--- src/rtl/audio_pkg.sv ---
// audio_pkg: shared state encoding and constants for the audio output path.
package audio_pkg;
   localparam int AUD_SAMPLE_W = 8;
   localparam int DEF_PRESCALER_MAX = 2;
   localparam int DEF_COUNTER_MAX = 255;
   localparam logic [AUD_SAMPLE_W-1:0] DEF_IDLE_LEVEL = 8'h80;
   typedef enum logic [1:0] {ST_IDLE, ST_PRIME, ST_PLAY, ST_DRAIN} aud_state_e;
endpackage

--- src/rtl/audio_sample_fifo.sv ---
// audio_sample_fifo: synchronous sample FIFO with occupancy count and flush.
module audio_sample_fifo #(
   parameter int DEPTH = 16,
   parameter int W = 8,
   localparam int AW = $clog2(DEPTH),
   localparam int LW = AW + 1
) (
   input  logic          clk,
   input  logic          rst_n,
   input  logic          push_i,
   input  logic          pop_i,
   input  logic          flush_i,
   input  logic [W-1:0]  data_i,
   output logic [W-1:0]  data_o,
   output logic [LW-1:0] level_o,
   output logic          full_o,
   output logic          empty_o
);
   logic [W-1:0]  mem_q [DEPTH];
   logic [AW-1:0] wr_ptr_q, wr_ptr_d, rd_ptr_q, rd_ptr_d;
   logic [LW-1:0] level_q, level_d;
   logic          do_push, do_pop;

   assign full_o  = level_q == LW'(DEPTH);
   assign empty_o = level_q == '0;
   assign level_o = level_q;
   assign data_o  = mem_q[rd_ptr_q];

   // flush overrides any concurrent push or pop
   always_comb begin
      do_push  = push_i && !full_o && !flush_i;
      do_pop   = pop_i && !empty_o && !flush_i;
      wr_ptr_d = flush_i ? '0 : wr_ptr_q + AW'(do_push);
      rd_ptr_d = flush_i ? '0 : rd_ptr_q + AW'(do_pop);
      level_d  = flush_i ? '0 : level_q + LW'(do_push) - LW'(do_pop);
   end

   always_ff @(posedge clk or negedge rst_n) begin
      if (!rst_n) begin
         wr_ptr_q <= '0;
         rd_ptr_q <= '0;
         level_q  <= '0;
      end else begin
         wr_ptr_q <= wr_ptr_d;
         rd_ptr_q <= rd_ptr_d;
         level_q  <= level_d;
      end
   end

   always_ff @(posedge clk) begin
      if (do_push) mem_q[wr_ptr_q] <= data_i;
   end
endmodule

--- src/rtl/audio_pwm_stage.sv ---
// audio_pwm_stage: buffers PCM samples and plays one per PWM period,
// substituting an idle level and flagging underrun when the buffer runs dry.
module audio_pwm_stage
   import audio_pkg::*;
#(
   parameter int FIFO_DEPTH = 16,
   parameter int PRIME_LEVEL = 4,
   parameter int PRESCALER_MAX = DEF_PRESCALER_MAX,
   parameter int COUNTER_MAX = DEF_COUNTER_MAX,
   parameter logic [AUD_SAMPLE_W-1:0] IDLE_LEVEL = DEF_IDLE_LEVEL,
   localparam int LW = $clog2(FIFO_DEPTH) + 1
) (
   input  logic                    wb_clk_i,
   input  logic                    wb_rst_ni,
   input  logic                    enable_i,
   input  logic                    s_valid_i,
   input  logic [AUD_SAMPLE_W-1:0] s_data_i,
   output logic                    s_ready_o,
   output logic [LW-1:0]           level_o,
   output logic                    underrun_o,
   input  logic                    clr_underrun_i,
   output logic                    sample_tick_o,
   output logic                    aud_pwm,
   output logic                    aud_en
);
   localparam int PW = PRESCALER_MAX > 0 ? $clog2(PRESCALER_MAX + 1) : 1;
   // counter is at least sample-wide so the duty compare needs no truncation
   localparam int CW = COUNTER_MAX >= (1 << AUD_SAMPLE_W) ? $clog2(COUNTER_MAX + 1) : AUD_SAMPLE_W;

   aud_state_e              state_q, state_d;
   logic [PW-1:0]           presc_q, presc_d;
   logic [CW-1:0]           count_q, count_d;
   logic [AUD_SAMPLE_W-1:0] value_q, value_d;
   logic                    underrun_q, underrun_d;
   logic                    tick_q, tick_d;
   logic                    pwm_q, pwm_d;
   logic                    fifo_pop, fifo_flush, fifo_full, fifo_empty, underrun_set;
   logic [AUD_SAMPLE_W-1:0] fifo_head;
   logic                    running, presc_wrap, count_wrap, period_end;

   assign running       = state_q == ST_PLAY || state_q == ST_DRAIN;
   assign presc_wrap    = presc_q == PW'(PRESCALER_MAX);
   assign count_wrap    = count_q == CW'(COUNTER_MAX);
   assign period_end    = presc_wrap && count_wrap;
   assign s_ready_o     = !fifo_full;
   assign underrun_o    = underrun_q;
   assign sample_tick_o = tick_q;
   assign aud_pwm       = pwm_q;
   assign aud_en        = running;

   audio_sample_fifo #(.DEPTH(FIFO_DEPTH), .W(AUD_SAMPLE_W)) u_fifo (
      .clk     (wb_clk_i),
      .rst_n   (wb_rst_ni),
      .push_i  (s_valid_i && s_ready_o),
      .pop_i   (fifo_pop),
      .flush_i (fifo_flush),
      .data_i  (s_data_i),
      .data_o  (fifo_head),
      .level_o (level_o),
      .full_o  (fifo_full),
      .empty_o (fifo_empty)
   );

   always_comb begin
      state_d      = state_q;
      presc_d      = '0;
      count_d      = '0;
      value_d      = value_q;
      tick_d       = 1'b0;
      fifo_pop     = 1'b0;
      fifo_flush   = 1'b0;
      underrun_set = 1'b0;
      if (running) begin
         presc_d = presc_wrap ? '0 : presc_q + PW'(1);
         count_d = presc_wrap ? (count_wrap ? '0 : count_q + CW'(1)) : count_q;
      end
      case (state_q)
         ST_IDLE: if (enable_i) state_d = ST_PRIME;
         ST_PRIME: begin
            if (!enable_i) state_d = ST_IDLE;
            else if (level_o >= LW'(PRIME_LEVEL)) begin
               state_d  = ST_PLAY;
               fifo_pop = 1'b1;
               value_d  = fifo_head;
               tick_d   = 1'b1;
            end
         end
         ST_PLAY: begin
            if (period_end) begin
               tick_d       = 1'b1;
               fifo_pop     = !fifo_empty;
               value_d      = fifo_empty ? IDLE_LEVEL : fifo_head;
               underrun_set = fifo_empty;
            end
            if (!enable_i) state_d = ST_DRAIN;
         end
         ST_DRAIN: begin
            if (period_end) begin
               state_d    = ST_IDLE;
               fifo_flush = 1'b1;
            end
         end
         default: state_d = ST_IDLE;
      endcase
      underrun_d = underrun_set || (underrun_q && !clr_underrun_i);
      pwm_d      = running && (CW'(value_q) >= count_q);
   end

   always_ff @(posedge wb_clk_i or negedge wb_rst_ni) begin
      if (!wb_rst_ni) begin
         state_q    <= ST_IDLE;
         presc_q    <= '0;
         count_q    <= '0;
         value_q    <= IDLE_LEVEL;
         underrun_q <= 1'b0;
         tick_q     <= 1'b0;
         pwm_q      <= 1'b0;
      end else begin
         state_q    <= state_d;
         presc_q    <= presc_d;
         count_q    <= count_d;
         value_q    <= value_d;
         underrun_q <= underrun_d;
         tick_q     <= tick_d;
         pwm_q      <= pwm_d;
      end
   end
endmodule

--- config.mk ---
export PLATFORM = sky130hd
export DESIGN_NAME = audio_pwm_stage
export DESIGN_NICKNAME = d
export VERILOG_FILES = /design/src/rtl/audio_pkg.sv /design/src/rtl/audio_sample_fifo.sv /design/src/rtl/audio_pwm_stage.sv
export SDC_FILE = /design/constraint.sdc
export NUM_CORES = 1
export LEC_CHECK = 0
export ABC_AREA = 1
export BUFFER_PORTS_ARGS = -buffer_cell sky130_fd_sc_hd__buf_4
export CAP_MARGIN = 20
export CORE_ASPECT_RATIO = 2
export CORE_MARGIN = 2
export CORE_UTILIZATION = 60
export DETAILED_ROUTE_END_ITERATION = 10
export GPL_ROUTABILITY_DRIVEN = 1
export PLACE_DENSITY = 0.85
export SLEW_MARGIN = 0
export SYNTH_ARGS = -nofsm -noshare
export SYNTH_HDL_FRONTEND = slang
export SYNTH_SLANG_ARGS = --single-unit
export TNS_END_PERCENT = 30
--- constraint.sdc ---
create_clock -name wb_clk_i -period 3.35 [get_ports wb_clk_i]
set_clock_uncertainty 0.2 [all_clocks]
set_input_delay 0 -clock wb_clk_i [delete_from_list [all_inputs] [get_ports wb_clk_i]]
set_output_delay 0 -clock wb_clk_i [all_outputs]
set_load 0.1 [all_outputs]
After elaboration in Yosys (flattened, before gate mapping)
Memories as Yosys holds them, arrays and structs flattened.
Index checks and enable logic that the tools add are counted.
Word-level totals
  bits of input ports: 13
  register bits after elaboration: 36
  RAM bits: 128
  memories kept: 1
  output and inout port bits: 10
  logic and storage cells: 82
Memories
  u_fifo.mem_q: depth 16, width 8, rd ports 1, clocked after memory_dff 0, wr ports 1, RTL line audio_sample_fifo.sv:19  | logic [W-1:0] mem_q [DEPTH];
Operators by class
  add/subtract/negate cells: 6
  magnitude comparators: 2
  mux-type cells: 30
  reductions and logical operators: 19
  eq/ne operators: 14
Operator list (count)
  $mux 8: 7
  $pmux 8 s2: 1
  $mux 2: 7
  $ne 2x2->1 const B: 6
  $mux 1: 9
  $add 4x1->4: 2
  $add 8x1->8 const B: 1
  $eq 8x8->1 const B: 1
  $ge 8x8->1: 1
  $logic_and 1x1->1: 8
  $mux 4: 2
  $pmux 2 s4: 1
  $reduce_and 4->1: 2
  $eq 2x2->1 const B: 3
  $add 5x1->5: 1
  $eq 5x5->1 const B: 1
  $ge 5x3->1 const B: 1
  $logic_not 5->1: 1
  $mux 5: 1
  $sub 5x1->5: 1
  $logic_not 1->1: 4
  $pmux 1 s2: 2
  $ne 3x3->1 const B: 1
  $add 2x1->2 const B: 1
  other kinds (5): 6

Longest topological paths before layout
Gate-level depths: netlist (run 1).
  depth after elaboration: 9
  depth in mapped cells: 19
  depth with buffers taken out: 19

Hierarchy
A second synthesis (run 1) with hierarchy kept.
Second synthesis, totals
  cells, all modules: 837
  area total of the unflattened synthesis: 7870.0 um^2
By module, submodules not included
  audio_sample_fifo: cells each 634, seq. area each 4169.0 um^2, area an instance 6362.4 um^2, instances 1
  audio_pwm_stage: cells each 203, seq. area each 576.8 um^2, area an instance 1507.7 um^2, instances 1

Worst setup path after synthesis (run 1)
OpenSTA, ideal clock, no wires.
  kind: register to register
  start point: register u_fifo.level_q[2], in the netlist u_fifo.level_o[2]
  end point: register u_fifo.level_q[4], in the netlist u_fifo.level_o[4]
  buffers on the path: 0
  period minus slack after synthesis: 3.756 ns
  data required time: 3.025 ns
  arrival: 3.431 ns
  setup time: 0.125 ns
  path slack: -0.406 ns
  cell stages (with the launch flop): 14
  path through: dfrtp_1 -> inv_1 -> ha_1 -> nand3_1 -> nand3_1 -> inv_1 -> ha_1 -> inv_1 -> fa_1 -> nor2_1 -> nor2_1 -> o21bai_1 -> xor2_1 -> nor2_1
Between the ends
  word-level cells in the longest chain between the ends: 8
  elaborated cells on any way between the ends: 17
  those cells by class: add/sub (2); order compare (1); eq/ne (1); mux (5); reduce/logical (8)
Ends and longest elaborated chain
  start, declared: RTL line audio_sample_fifo.sv:21  | logic [LW-1:0] level_q, level_d;
  start signal, assigned: RTL line audio_sample_fifo.sv:46  | level_q <= level_d;
  $eq 5x5->1 (*): RTL line audio_sample_fifo.sv:24  | assign full_o = level_q == LW'(DEPTH);
  $logic_not 1->1 (*): RTL line audio_pwm_stage.sv:45  | assign s_ready_o = !fifo_full;
  net s_ready_o: RTL line audio_pwm_stage.sv:18  | output logic s_ready_o,
  $logic_and 1x1->1: RTL line audio_pwm_stage.sv:54  | .push_i (s_valid_i && s_ready_o),
  $logic_and 1x1->1 (*) (2 in a row): RTL line audio_sample_fifo.sv:31  | do_push = push_i && !full_o && !flush_i;
  $add 5x1->5 (*): RTL line audio_sample_fifo.sv:35  | level_d = flush_i ? '0 : level_q + LW'(do_push) - LW'(do_pop);
  $sub 5x1->5 (*): RTL line audio_sample_fifo.sv:35
  $mux 5 (*): RTL line audio_sample_fifo.sv:35
  net u_fifo.level_d[4]: RTL line audio_sample_fifo.sv:21
The timed path passes the listed nets; every way through them passes the cells marked *.
A chain may end at the register's enable or synchronous reset.

Worst setup path in the final report (run 1)
  start point: register count_q[0]
  end point: register u_fifo.level_q[4], in the netlist u_fifo.level_o[4]
Between the ends
  word-level cells in the longest chain between the ends: 9
  elaborated cells on any way between the ends: 13
  those cells by class: add/sub (2); eq/ne (1); mux (5); reduce/logical (5)
Ends and longest elaborated chain
  start, declared: RTL line audio_pwm_stage.sv:32  | logic [CW-1:0] count_q, count_d;
  start signal, assigned: RTL line audio_pwm_stage.sv:121  | count_q <= count_d;
  $eq 8x8->1 (*): RTL line audio_pwm_stage.sv:43  | assign count_wrap = count_q == CW'(COUNTER_MAX);
  $logic_and 1x1->1 (*): RTL line audio_pwm_stage.sv:44  | assign period_end = presc_wrap && count_wrap;
  $mux 1: RTL line audio_pwm_stage.sv:98  | if (period_end) begin
  $mux 1: RTL line audio_pwm_stage.sv:77  | case (state_q)
  $logic_not 1->1: RTL line audio_sample_fifo.sv:31, audio_sample_fifo.sv:32
  $logic_and 1x1->1: RTL line audio_sample_fifo.sv:31
  $add 5x1->5: RTL line audio_sample_fifo.sv:35
  $sub 5x1->5: RTL line audio_sample_fifo.sv:35
  $mux 5 (*): RTL line audio_sample_fifo.sv:35
  net u_fifo.level_d[4]: RTL line audio_sample_fifo.sv:21
Marked as above.

==> results of run 1 <==
[kinds of logic (layout without fill, tap and decap cells)]
family	Yosys count	count (layout)	share of synthesized area
simple gates	339	339	0.1891
flops	164	164	0.6443
buf+inv	107	171	0.06183
compound gates	74	74	0.05487
fa+ha+maj	26	26	0.04518
xor+xnor	4	4	0.004756
[where the power goes]
group	total [mW]	internal (mW)	switching [mW]
Combinational	2.90	0.851	2.05
Clock	1.97	1.08	0.894
Sequential	2.71	2.53	0.188
[layout by cell type (no fill, tap or decap), drive strengths merged, types with 4 or more instances in the layout]
cell	count
a21oi	18
buf	44
clkbuf	17
clkinv	7
dfrtp	35
dlygate4sd3	13
edfxtp	128
ha	25
inv	89
nand2	163
nand3	74
nand4	6
nor2	92
o211ai	10
o21ai	42
xor2	4
[through the flow]
stage / instance area (um^2) / utilization / worst slack, ns / instances
2_1_floorplan: 7375 / - / 0.04752 / 714
3_3_place_gp: 7727 / 0.6411 / 0.3006 / 878
3_5_place_dp: 7727 / 0.6411 / 0.2303 / 878
4_1_cts: 8486 / 0.7040 / 0.1634 / 924
5_1_grt: 8501 / 0.7053 / 0.01992 / 925
6_report: 8501 / 0.7053 / 0.2892 / 925
[how the worst min path moves through the flow]
| stage | to |
|---|---|
| after detailed placement | u_fifo.level_o[1]$_DFF_PN0_ |
| final | underrun_o$_DFF_PN0_ |
| after floorplan | async pin |
| after global placement | u_fifo.level_o[1]$_DFF_PN0_ |
| after CTS | underrun_o$_DFF_PN0_ |
| after global routing | underrun_o$_DFF_PN0_ |
[final cells by class]
class / count / area, um^2 / area share
multi-input cells: 443 / 2177 / 0.2561
flip-flops and latches: 164 / 4751 / 0.5589
clock inverters: 15 / 182.7 / 0.02149
repair buffers: 57 / 473.0 / 0.05564
inverters: 82 / 307.8 / 0.03621
well taps: 147 / 183.9 / 0.02164
clock buffers: 17 / 425.4 / 0.05004
[worst max-delay path, delay by kind of cell (launching register included)]
kind                       cells  cell delay, ns
DFF                            1            0.40
and+or+nand+nor                9            0.78
AOI/OAI and AO/OA              1            0.15
buffers and inverters          4            0.29
xor gates and xnor gates       1            0.16
adders and majority gates      4            0.97
[routing by layer]
metal,vias up,track usage,share of wire
li1,2485,-,-
met1,2520,0.2842,0.34
met2,222,0.4872,0.56
met3,66,0.06067,0.045
met4,0,0.1477,0.050
met5,-,0,0
[state kept, by name, summed over array words and instances, names as in the netlist, 2 cells and up, named ones only]
signal,count
value_q,8
count_q,8
u_fifo.wr_ptr_q,4
u_fifo.mem_q,128
u_fifo.level_o,5
presc_q,2
u_fifo.rd_ptr_q,4
[what timing repair did]
item | 4_1_cts | 5_1_grt
buffers inserted | 0 | 1
endpoints found under the setup margin | 0 | 1
hold buffers | 14 | 0
endpoints found under the hold margin | 171 | 0
gates resized for setup | 0 | 3
==> metrics.cfg, run 1 <==
[power_and_ir_drop]
ir_worst_vdd_v = 0.0007308
power.total_mw = 7.581
powerDensity_mw_per_mm2 = 891.8
p_leak_nw = 3.602

[synthesis]
syn_area_mm2 = 0.007366
ys_ff_latch = 164
syn_avg_cell_area_um2 = 10.32
synth.largest_area_cell = edfxtp_1
synth_nets = 753
netlist_instances = 714
ys.flop_type = edfxtp_1
yosysTopAreaCellShare = 0.5218
synth-edff-count = 128
ys_seq_area_frac = 0.6443
ys_top_cells_by_count = nand2_1, edfxtp_1, nor2_1, inv_1, nand3_1
synth_cell_types = 28
async_flop_share = 0.2195
yosysWarnings = 0
synth_most_common_cell = nand2_1
synth_area_leaders = edfxtp_1, dfrtp_1, nand2_1, nand3_1, nor2_1

[place]
dp_hpwl_um = 10830
io_buffer_count = 22
globalplace.congestion = 0.8497

[worst_setup_path]
crit_path_end = u_fifo.level_o[4]$_DFF_PN0_
startpoint = count_q[0]$_DFFE_PN0P_
path_common_cell = inv_1
slowest_delay_ns = 0.40
endpoint_kind = register
reg2reg_from = count_q[0]$_DFFE_PN0P_
required_ns = 3.45
path_max_fanout = 4
critical_path.slowest_cell = dfrtp_1
reg2regPathDepth = 19
critical_path_arrival_ns = 3.16
start_kind = register
r2r_end = u_fifo.level_o[4]$_DFF_PN0_
cp_cell_sequence = ha_1 -> nand3_1 -> inv_1 -> nand2_1 -> inv_1 -> nand3_1 -> nand2_1 -> nand2_1 -> nor2_2 -> ha_1 -> inv_1 -> ha_1 -> inv_1 -> fa_2 -> nor2_2 -> nor2_1 -> o21bai_1 -> xor2_1 -> nor2_1
critical_path_class = reg2reg
r2r_slack_ns = 0.29

[route]
drt-vias-per-instance = 5.722
routed_wl_um = 16710
dr.pass1.iters = 5
post_drt_wl_per_cell_um = 18.06
route.vias.total = 5293
antenna_left = 0
drtIter0Drc = 568
drc = 0

[final_layout]
area_growth_pct = 15.41
final_nets = 804
num-fill-cells = 780
n_antenna_cell = 0
drive_gt1_frac = 0.1183

[sta]
period_needed_ns = 3.061
fin_crit_sh = 0.9137
max_freq_ghz = 0.3267
final-setup-viol-count = 0
worstMarginPinSlew_ns = 0.9035
setup-tns-final_ns = 0
rsz0062_at_grt = no
maxSlewViolCount = 0
finalHoldViolCount = 0
max_slew_margin = 0.3968
whs_ns = 0.1024

[min_path]
hold_path_depth = 3
hold_class = in2reg
hp-start = clr_underrun_i

[die]
rows = 57
die-area_mm2 = 0.01323
core_mm2 = 0.01205
ios = 23
fp.dieH_um = 160.7
initial_core_util = 0.6111
die_w_um = 82.35

[clock_network]
cts_buffer_depth = 2
cts_sinks = 164
clkLatencyLatePin_ns = 0.42
htree_levels = 4
cts_buffers = 17
clkTransAtPathRegs_ns = 0.07
cts_root_buf = clkbuf_16
tritoncts = done

[global_route]
grt_usage = 0.2734
grt_pass1_wl_um = 26610
overflow = 0
grt_max_degree = 81
antenna_found_initial = 0
grt_pass1_vias = 5531

[outcome]
status = complete, no violations

[run]
drv_cap = 0

No activity file was read; power rests on OpenSTA's default activity.
==> run 2, diff against run 1 <==
Settings changed: CORE_ASPECT_RATIO 2 to 1.75, TNS_END_PERCENT 30 to not set.
==> run 2 against run 1 <==
  * Sequential power hardly changed
  * Cell count increased by 1.9%
  * Largest cell class unchanged
  * Sequential cell count did not move
  * Fmax grew 1.5%
  * Worst setup slack gained 0.046 ns
  * Count of clock-buffer cells in the layout stayed put
  * Register-to-register slack improved by 0.05 ns
  * Clock power decreased by 6%
  * Total power is 1.7% lower
  * Highest routed layer unchanged
  * Largest power group unchanged
==> metrics.cfg, run 2 (same netlist as run 1, synthesis figures left out) <==
[worst_setup_path]
critical_path_class = reg2reg
path_common_cell = inv_1
slowest_delay_ns = 0.35
required_ns = 3.44
cp_cell_sequence = ha_1 -> nand3_1 -> inv_1 -> nand2_1 -> inv_1 -> nand3_1 -> nand2_1 -> nand2_1 -> nor2_2 -> ha_1 -> inv_1 -> ha_1 -> inv_1 -> fa_2 -> nor2_1 -> nor2_1 -> o21bai_1 -> xor2_1 -> nor2_1
path_max_fanout = 3
critical_path.slowest_cell = dfrtp_1
critical_path_arrival_ns = 3.11
endpoint_kind = register
start_kind = register

[final_layout]
top_regs = u_fifo.mem_q x128, count_q x8, value_q x8
area_growth_pct = 15.46
multi_input_area_mm2 = 0.002177
n_antenna_cell = 0
num-fill-cells = 794
layout_common_cells = nand2_1, edfxtp_1, nor2_1, inv_1, nand3_1
drive_gt1_frac = 0.1170
largest_register_ffs = 128
regMostFlops = u_fifo.mem_q
final_nets = 804
regArea_mm2 = 0.004751
final_common_cell = nand2_1

[die]
die-area_mm2 = 0.01321
rows = 53
core_mm2 = 0.01200
die_w_um = 87.76
initial_core_util = 0.6137
ios = 23
fp.dieH_um = 150.6

[place]
globalplace.congestion = 0.8565
io_buffer_count = 22
dp_hpwl_um = 10430
post-place-ws_ns = 0.1726

[sta]
worstMarginPinSlew_ns = 0.7234
fin_crit_sh = 0.8999
rsz0062_at_grt = no
max_slew_margin = 0.5170
final-setup-viol-count = 0
setup-tns-final_ns = 0
finalHoldViolCount = 0
period_needed_ns = 3.015
max_freq_ghz = 0.3317
maxSlewViolCount = 0
fin_ws_ns = 0.3353

[clock_network]
cts_buffer_depth = 2
clkLatencyLatePin_ns = 0.42
cts_root_buf = clkbuf_16
cts_buffers = 17
tritoncts = done
clkTransAtPathRegs_ns = 0.07
cts_sinks = 164
htree_levels = 4

[route]
antenna_left = 0
route.vias.total = 5228
drtIter0Drc = 496
dr.pass1.iters = 7
post_drt_wl_per_cell_um = 16.49
routed_wl_um = 15550
drc = 0
drt-vias-per-instance = 5.544

[power_and_ir_drop]
p_leak_nw = 3.588
ir_worst_vdd_v = 0.0004698
powerDensity_mw_per_mm2 = 876.1

[global_route]
grt_max_degree = 52
grt_pass1_wl_um = 24780
overflow = 0
antenna_found_initial = 0
met3_usage = 0.04660
grt_pass1_vias = 5244
met2_usage = 0.4580
grt_util_met1 = 0.2643
top_usage_layer = met2
grt_usage = 0.2515

[min_path]
hold_class = in2reg

[run]
drv_cap = 0

[outcome]
status = complete, no violations

## run 2: changes by cell type in the layout (fill, tap and decap cells not counted)
cell,change
bufinv_16,-1
clkinv_1,+1
clkinv_4,+1
clkinv_8,+2
inv_8,-3
## run 2: area by class of cell
cell class / count / share of cell area
inverter: 82 / 0.03619
clock buffer: 17 / 0.05002
tap: 165 / 0.02428
clock inverter: 15 / 0.01927
sequential: 164 / 0.5586
timing repair buffer: 57 / 0.05561
multi-input combinational: 443 / 0.2560
## run 2: through the flow
stage / instance area (um^2) / util / total power [mW] / instances / hold slack, ns
2_1_floorplan: 7375 / - / 4.849 / 714 / -0.4956
3_3_place_gp: 7742 / 0.6451 / 5.412 / 895 / -0.2247
3_5_place_dp: 7742 / 0.6451 / 5.554 / 895 / -0.2144
4_1_cts: 8482 / 0.7067 / 7.435 / 941 / 0.09380
5_1_grt: 8504 / 0.7085 / 7.879 / 943 / 0.1136
6_report: 8504 / 0.7085 / 7.451 / 943 / 0.1095
## run 2: what timing repair did
item / CTS / global route
resized for setup: 0 / 3
buffers inserted: 0 / 2
endpoints found under the hold margin: 170 / 0
hold buffers: 14 / 0
endpoints found under the setup margin: 0 / 1
## run 2: final timing paths
check	from	end	slack, ns	cells past startpoint
max in group asynchronous	wb_rst_ni	u_fifo.rd_ptr_q[0]$_DFF_PN0_	2.32	4
max	count_q[0]$_DFFE_PN0P_	u_fifo.level_o[4]$_DFF_PN0_	0.34	19
min	clr_underrun_i	underrun_o$_DFF_PN0_	0.11	3
max reg2reg	count_q[0]$_DFFE_PN0P_	u_fifo.level_o[4]$_DFF_PN0_	0.34	19
min reg2reg	presc_q[0]$_DFF_PN0_	presc_q[0]$_DFF_PN0_	0.24	1
min in group asynchronous	wb_rst_ni	value_q[7]$_DFFE_PN1P_	0.43	3
## run 2: report_power, final
group | total [mW] | leakage [nW] | internal (mW) | switching, mW
clock network | 1.85 | 0.286 | 0.993 | 0.859
logic | 2.88 | 1.69 | 0.851 | 2.03
registers | 2.71 | 1.61 | 2.53 | 0.187
## run 2: layer usage
| layer | part of all wire | routed length [um] | up-vias |
|---|---|---|---|
| met5 | 0 | 0 | - |
| met4 | 0.047 | 724 | 0 |
| met3 | 0.047 | 736 | 62 |
| met2 | 0.55 | 8480 | 220 |
| met1 | 0.36 | 5610 | 2459 |
| li1 | - | - | 2487 |
## run 2: critical path, delay by kind of cell (launching register included)
family          cells  cell delay [ns]
compound gates      1             0.16
buf+inv             4             0.27
xor+xnor            1             0.17
simple gates        9             0.81
fa+ha+maj           4             0.93
flops               1             0.35
==> run 3, diff against run 2 <==
Settings changed: ABC_AREA 1 to not set.
==> run 3 against run 2 <==
  * Critical endpoint unchanged
  * Routed wire length is 12% lower
  * The flow now finishes with violations (negative setup slack)
  * Synthesized cell count is 40% lower
  * Area after synthesis is 3.6% lower
  * Utilization is 1.2 points higher
  * Count of clock-buffer cells in the layout is 2 higher
  * Largest power group is now sequential cells
==> metrics.cfg, run 3 <==
[outcome]
status = finished with violations
violations = negative setup slack

[synthesis]
syn_avg_cell_area_um2 = 16.59
synth_cell_types = 52
ys_ff_latch = 164
yosysTopAreaCellShare = 0.5414
ys.flop_type = edfxtp_1
synth.largest_area_cell = edfxtp_1
syn_area_mm2 = 0.007099
synth-edff-count = 128
ys_seq_area_frac = 0.6685
synth_most_common_cell = edfxtp_1
async_flop_share = 0.2195
ys_top_cells_by_count = edfxtp_1, dfrtp_1, nor2_1, ha_1, inv_1
synth_nets = 467
synth_area_leaders = edfxtp_1, dfrtp_1, mux4_2, mux4_1, ha_1
yosysWarnings = 0
netlist_instances = 428

[clock_network]
cts_root_buf = clkbuf_16
cts_buffer_depth = 2
cts_buffers = 17
clkLatencyLatePin_ns = 0.42
cts_sinks = 164
htree_levels = 4
clkTransAtPathRegs_ns = 0.06
tritoncts = done

[sta]
max_slew_margin = 0.2756
period_needed_ns = 3.369
rsz0062_at_grt = yes
fin_ws_ns = -0.01921
max_freq_ghz = 0.2968
setup-tns-final_ns = -0.01921
finalHoldViolCount = 0
final-setup-viol-count = 1
fin_crit_sh = 1.006
maxSlewViolCount = 0
worstMarginPinSlew_ns = 1.084

[global_route]
grt_max_degree = 36
grt_usage = 0.2324
grt_pass1_vias = 4195
grt_pass1_wl_um = 21670
antenna_found_initial = 0
overflow = 0

[run]
drv_cap = 0

[die]
fp.dieH_um = 147.9
die_w_um = 86.23
core_mm2 = 0.01158
rows = 52
initial_core_util = 0.6130
ios = 23
die-area_mm2 = 0.01275

[power_and_ir_drop]
power.total_mw = 7.276
powerDensity_mw_per_mm2 = 871.7
p_leak_nw = 3.049
ir_worst_vdd_v = 0.0005080

[final_layout]
utilization = 0.7207
drive_gt1_frac = 0.2613
instances_no_fill = 644
n_antenna_cell = 0
final_nets = 535
largest_register_ffs = 128
final_common_cell = edfxtp_1
regMostFlops = u_fifo.mem_q
top_regs = u_fifo.mem_q x128, count_q x8, value_q x8
area_growth_pct = 17.57
layout_common_cells = edfxtp_1, buf_4, dfrtp_1, nor2_1, ha_1

[worst_setup_path]
endpoint_kind = register
path_max_fanout = 3
critical_path_class = reg2reg
critical_path_arrival_ns = 3.51
start_kind = register
required_ns = 3.49

[min_path]
hold_class = in2reg

[place]
post-place-ws_ns = -0.009356
dp_hpwl_um = 8992
placedCellCount = 595
io_buffer_count = 22
globalplace.congestion = 0.8846

[route]
drt-vias-per-instance = 6.148
dr.pass1.iters = 5
drc = 0
post_drt_wl_per_cell_um = 21.33
drtIter0Drc = 263
routed_wl_um = 13730
route.vias.total = 3959
antenna_left = 0

run 3: timing repair:
action | in CTS | in global routing
pin swaps | 0 | 6
hold buffers | 14 | 0
endpoints found under the hold margin | 182 | 0
resized for setup | 2 | 11
setup endpoints to repair | 1 | 2
gates cloned | 0 | 0
buffers inserted | 1 | 2
run 3: final cells by class:
class                      instances  area [um^2]
clock buffer                      19        432.9
multi-input combinational        224         2231
tap                              135        168.9
sequential                       164         4758
timing repair buffer              65        525.5
clock inverter                    13        137.6
inverter                          24        92.59
fill                             692         3234
run 3: report_power, final:
part	total (mW)	switching (mW)	internal, mW
logic	2.52	1.42	1.10
clock network	1.86	0.812	1.05
registers	2.89	0.357	2.54
total	7.28	2.58	4.69
run 3: worst max-delay path, stage by stage (launching register included):
cell,delay (ns)
dfrtp_4,0.49
inv_4,0.07
ha_4,0.13
or4b_4,0.49
a21oi_4,0.18
a21oi_2,0.05
nor2b_2,0.14
nor3b_4,0.20
ha_1,0.26
inv_2,0.07
ha_4,0.13
inv_2,0.04
fa_2,0.38
inv_2,0.07
a21oi_2,0.04
nor2_1,0.13
o21ai_1,0.08
a21oi_1,0.15
run 3: metal layers:
| metal | track usage | routed length [um] | vias to the layer above |
|---|---|---|---|
| met3 | 0.05193 | 491 | 14 |
| met1 | 0.2718 | 5410 | 2047 |
| met5 | 0 | 0 | - |
| met4 | 0.09297 | 264 | 0 |
| met2 | 0.4105 | 7568 | 109 |
| li1 | - | - | 1789 |
run 3: worst paths after layout:
check / startpoint / depth (start not counted) / slack [ns] / to
min in group asynchronous: wb_rst_ni / 3 / 0.44 / value_q[7]$_DFFE_PN1P_
hold reg to reg: presc_q[1]$_DFF_PN0_ / 1 / 0.29 / presc_q[1]$_DFF_PN0_
setup / recovery: u_fifo.level_o[3]$_DFF_PN0_ / 17 / -0.02 / u_fifo.level_o[4]$_DFF_PN0_
hold / removal: clr_underrun_i / 3 / 0.14 / underrun_o$_DFF_PN0_
max in group asynchronous: wb_rst_ni / 4 / 2.32 / u_fifo.rd_ptr_q[0]$_DFF_PN0_
setup reg to reg: u_fifo.level_o[3]$_DFF_PN0_ / 17 / -0.02 / u_fifo.level_o[4]$_DFF_PN0_
run 3: cell families after synthesis:
logic type               synth area share
AND/OR/NAND/NOR                   0.06803
multiplexers                       0.1227
XOR/XNOR                          0.01357
adder cells (fa/ha/maj)           0.04688
buffers and inverters             0.02890
AO/OA/AOI/OAI                     0.05146
flip-flops                         0.6685
run 3: stage by stage:
step,hold WS (ns),cell area (um^2)
after floorplan,-0.4956,7152
after global placement,-0.2245,7545
after detailed placement,-0.2129,7560
after CTS,0.09884,8290
after global routing,0.1328,8347
final,0.1394,8347
